File: src/rtl/goofy_pkg.sv
// Shared codes, state encoding and code helpers for the mirrored one-hot
// sequence checker.
package goofy_pkg;

    localparam logic [7:0] CODE_P0 = 8'h81;
    localparam logic [7:0] CODE_P1 = 8'h42;
    localparam logic [7:0] CODE_P2 = 8'h24;
    localparam logic [7:0] CODE_P3 = 8'h18;

    typedef enum logic {
        ST_HUNT   = 1'b0,
        ST_LOCKED = 1'b1
    } state_e;

    function automatic logic is_legal_code(input logic [7:0] code);
        logic legal;
        case (code)
            CODE_P0, CODE_P1, CODE_P2, CODE_P3: legal = 1'b1;
            default:                            legal = 1'b0;
        endcase
        return legal;
    endfunction

    // Illegal codes map to phase 0; callers qualify with is_legal_code.
    function automatic logic [1:0] code_to_phase(input logic [7:0] code);
        logic [1:0] ph;
        case (code)
            CODE_P1: ph = 2'd1;
            CODE_P2: ph = 2'd2;
            CODE_P3: ph = 2'd3;
            default: ph = 2'd0;
        endcase
        return ph;
    endfunction

    function automatic logic [7:0] next_code(input logic [7:0] code);
        logic [7:0] nxt;
        case (code)
            CODE_P0: nxt = CODE_P1;
            CODE_P1: nxt = CODE_P2;
            CODE_P2: nxt = CODE_P3;
            default: nxt = CODE_P0;
        endcase
        return nxt;
    endfunction

endpackage

File: src/rtl/goofy_code_decoder.sv
// Combinational decode of a received counter code into legality, phase and
// the code that should follow it.
module goofy_code_decoder
    import goofy_pkg::*;
(
    input  logic [7:0] code_in,
    output logic       legal,
    output logic [1:0] phase,
    output logic [7:0] next_code_o
);

    always_comb begin
        legal       = is_legal_code(code_in);
        phase       = code_to_phase(code_in);
        next_code_o = next_code(code_in);
    end

endmodule

File: config.mk
export PLATFORM = sky130hd
export DESIGN_NAME = goofy_code_decoder
export DESIGN_NICKNAME = d
export VERILOG_FILES = /design/src/rtl/goofy_pkg.sv /design/src/rtl/goofy_code_decoder.sv
export SDC_FILE = /design/constraint.sdc
export NUM_CORES = 1
export LEC_CHECK = 0
export ABC_AREA = 1
export CAP_MARGIN = 10
export CORE_AREA = 2 2 39 41
export DETAILED_ROUTE_END_ITERATION = 10
export DIE_AREA = 0 0 41 43
export GPL_TIMING_DRIVEN = 1
export PLACE_DENSITY_LB_ADDON = 0.08
export SLEW_MARGIN = 10
export SYNTH_ARGS = -nofsm -noshare
export SYNTH_HDL_FRONTEND = slang
export SYNTH_SLANG_ARGS = --single-unit
File: constraint.sdc
create_clock -name vclk -period 0.9
set_input_delay 0.18 -clock vclk [all_inputs]
set_output_delay 0.18 -clock vclk [all_outputs]
set_load 0.1 [all_outputs]
After elaboration in Yosys (flattened, before gate mapping)
Cells that the tools add are included.
{"block": "word_totals", "out_inout_bits": 11, "input_bits": 8, "ff_bits": 0}
{"block": "classes", "eq_ne": 4, "n_reduce_logical": 1, "mux": 3}
{"cell": "$pmux W8 S3", "n": 1}
{"cell": "$eq A8 B5 Y1 const B", "n": 1}
{"cell": "$eq A8 B6 Y1 const B", "n": 1}
{"cell": "$eq A8 B7 Y1 const B", "n": 1}
{"cell": "$eq A8 B8 Y1 const B", "n": 1}
{"cell": "$pmux W2 S3", "n": 1}
{"cell": "$reduce_or A4 Y1", "n": 1}
{"cell": "$mux W1", "n": 1}

Longest topological paths before layout
{"block": "logic_depth", "depth_word": 3, "mapped_depth": 7}

Worst setup path before layout
Ideal clock, no wire load.
{"block": "synth_timing", "kind": "in2out", "from": "input code_in[6]", "to": "output phase[0]", "cell_stages": 3, "arrival_ps": 2515, "setup_slack_ps": -1795, "path_cell_list": "nor2_2 > nand2_2 > o21ai_0"}
{"block": "synth_via", "elab_chain_len": 2, "word_cells_on_any_way": 4, "classes_between": "eq/ne: 3; mux: 1"}
{"element": "start, declared", "line": "goofy_code_decoder.sv:6", "rtl": "input logic [7:0] code_in,"}
{"element": "$eq A8 B5 Y1 (tied with other cells)", "line": "goofy_pkg.sv:27", "rtl": "case (code)"}
{"element": "$pmux W2 S3 (*)", "line": "goofy_pkg.sv:27"}
{"element": "end, declared", "line": "goofy_code_decoder.sv:8", "rtl": "output logic [1:0] phase,"}
Mark *: on every way between the ends. The rest lies on a longest branch, timed or not.

Worst setup path in the final report
{"block": "layout_timing", "from": "input code_in[3]", "to": "output next_code_o[2]"}
{"block": "layout_via", "elab_chain_len": 2, "word_cells_on_any_way": 4, "classes_between": "eq/ne: 3; mux: 1"}
{"element": "$eq A8 B6 Y1 (tied with other cells)", "line": "goofy_pkg.sv:38", "rtl": "case (code)"}
{"element": "$pmux W8 S3 (*)", "line": "goofy_pkg.sv:38"}
{"element": "end, declared", "line": "goofy_code_decoder.sv:9", "rtl": "output logic [7:0] next_code_o"}
Marks and branches as above.

==> qor.yml <==
initial_core_util_pct: 15.28
grt_usage_pct: 6.394
top_usage_layer: "met2"
crit_start: "code_in[3]"
worstPathRequired_ns: 0.72
crit_path_start_kind: "input port"
ir_drop_uv: 119.5
area_growth_pct: 233.7
finalSetupTns_ns: -2.940
n_antenna_cell: 0
routed_wirelength_um: 543
dr.first_iter.drc_count: 1
grt_pass1_wl_um: 855
met2_usage_pct: 11.56
ys_seq_area_share_pct: 0
p_leak_nw: 0.3341
dieWidth_um: 41
slew_viol_final: 0
ant_nets: 0
dr.pass1.iters: 2
crit_top_cell: "nor2_4"
layout-drive-gt1-share_pct: 70.15
drt-wirelength-per-cell_um: 6.542
max_stage_delay_ns: 0.16
regArea_um2: 0
place.gp.congestion: 0.7263
hp-start: "code_in[2]"
place_inst: 82
antenna_found_initial: 0
yosysWarnings: 0
fmax_ghz: 0.8325
nNetsFinal: 77
synthTopCellsByArea: "nand2_1 (25%), nor2_2 (21%), inv_1 (18%)"
rsz0062_at_grt: "true"
postSynthAreaPerCell_um2: 4.806
max-cap-violations: 0
fillers: 128
grt_start_max_net_pins: 4
synth_top_cell_by_area: "nand2_1"
crit_buf_inv: 4
period_needed_ns: 1.201
cp_slowest_cell: "buf_12"
synth.most_common_cell: "nand2_1"
worst_pin_slew_ns: 0.1946
multi_input_area_um2: 239.0
synth_top_area_share_pct: 24.85
post-route-period-util_pct: 133.5
yosysUniqueCellTypes: 8
critical_path_class: "input port to output port"
fin_util_pct: 50.99
port_buffers: 19
preCtsSetupSlack_ns: -0.7500
syn_area_um2: 211.5
drc_errors: 0
outcome: "complete, but fails checks"
worstPathCellList: "buf_8, nor2_4, nand2_2, buf_6, nor2_4, buf_4, buf_12"
overflow: 0
yosys-top-cells-count: "nand2_1 (14), inv_1 (10), nor2_2 (7)"
syn_nets: 52
dp_hpwl_um: 502.6
core_um2: 1384
hold_violations: 0
grt_pass1_vias: 226
die_area_um2: 1763
setup_viol: 11
powerDensity_nw_per_um2: 212.2
layout.cells.non_filler: 83
min_path_type: "input port to output port"
seq_cells: 0
setup_ws_ns: -0.3012
vias_per_cell: 3.723
crit_family: "buffers and inverters"
crit_path_end_kind: "output port"
slew_headroom_pct: 87.00
grt_use_met1_pct: 8.544
rows: 14
grt_use_met3_pct: 0
clock_buffers: 0
worstPathMaxFanout: 3
syn_inst: 44
die_y_um: 43
violations: "setup timing"
cp_data_arrival_time_ns: 1.02
boundaryPins: 19
holdWs_ns: 0.7843
num_vias: 309
[routing by layer]
metal | wire [um] | vias up
li1 | - | 167
met1 | 186 | 133
met2 | 327 | 9
met3 | 29 | 0
met4 | 0 | 0
met5 | 0 | -
[worst paths after layout]
| kind | end | slack [ns] | depth (start not counted) |
|---|---|---|---|
| setup / recovery | next_code_o[2] | -0.30 | 7 |
| hold / removal | phase[0] | 0.78 | 5 |
[placed cells by master, fill, tap and decap left out]
cell type / synthesis / routed
buf_12: 0 / 12
buf_4: 4 / 3
buf_6: 0 / 10
buf_8: 0 / 2
clkinvlp_4: 0 / 1
inv_1: 10 / 9
nand2_1: 14 / 9
nand2_2: 2 / 5
nand2_4: 0 / 1
nand2_8: 0 / 1
nor2_1: 5 / 2
nor2_2: 7 / 1
nor2_4: 1 / 10
o21ai_4: 0 / 1
[logic make-up after synthesis]
| logic type | share of synthesized area (%) |
|---|---|
| AND/OR/NAND/NOR | 65.68 |
| AO/OA/AOI/OAI | 2.365 |
| buffers and inverters | 31.96 |
[final cells by class]
type                            count  area share (%)
Multi-Input combinational cell     30           33.87
Inverter                           10           5.851
Tap cell                           16           2.837
Timing Repair Buffer               27           57.45
[report_power, final]
group / internal (mW) / switching, mW / leakage, nW / total (mW)
sequential: 0 / 0 / 0 / 0
combinational: 0.0737 / 0.0760 / 0.334 / 0.150
clock: 0 / 0 / 0 / 0
total: 0.0737 / 0.0760 / 0.334 / 0.150
[per-stage QoR]
stage / power (mW) / cell area (um2)
3_5_place_dp: 0.1350 / 643.1
2_1_floorplan: 0.06780 / 325.3
4_1_cts: 0.1473 / 689.4
5_1_grt: 0.1596 / 705.7
3_3_place_gp: 0.1340 / 643.1
6_report: 0.1497 / 705.7
[what timing repair did]
item,in CTS,in global routing
hold buffers,0,0
cloned,0,0
setup buffers,0,1
resized for setup,54,3
endpoints found under the setup margin,11,11
pin swaps,12,8
Note: power is estimated with default switching activity, not from simulation.
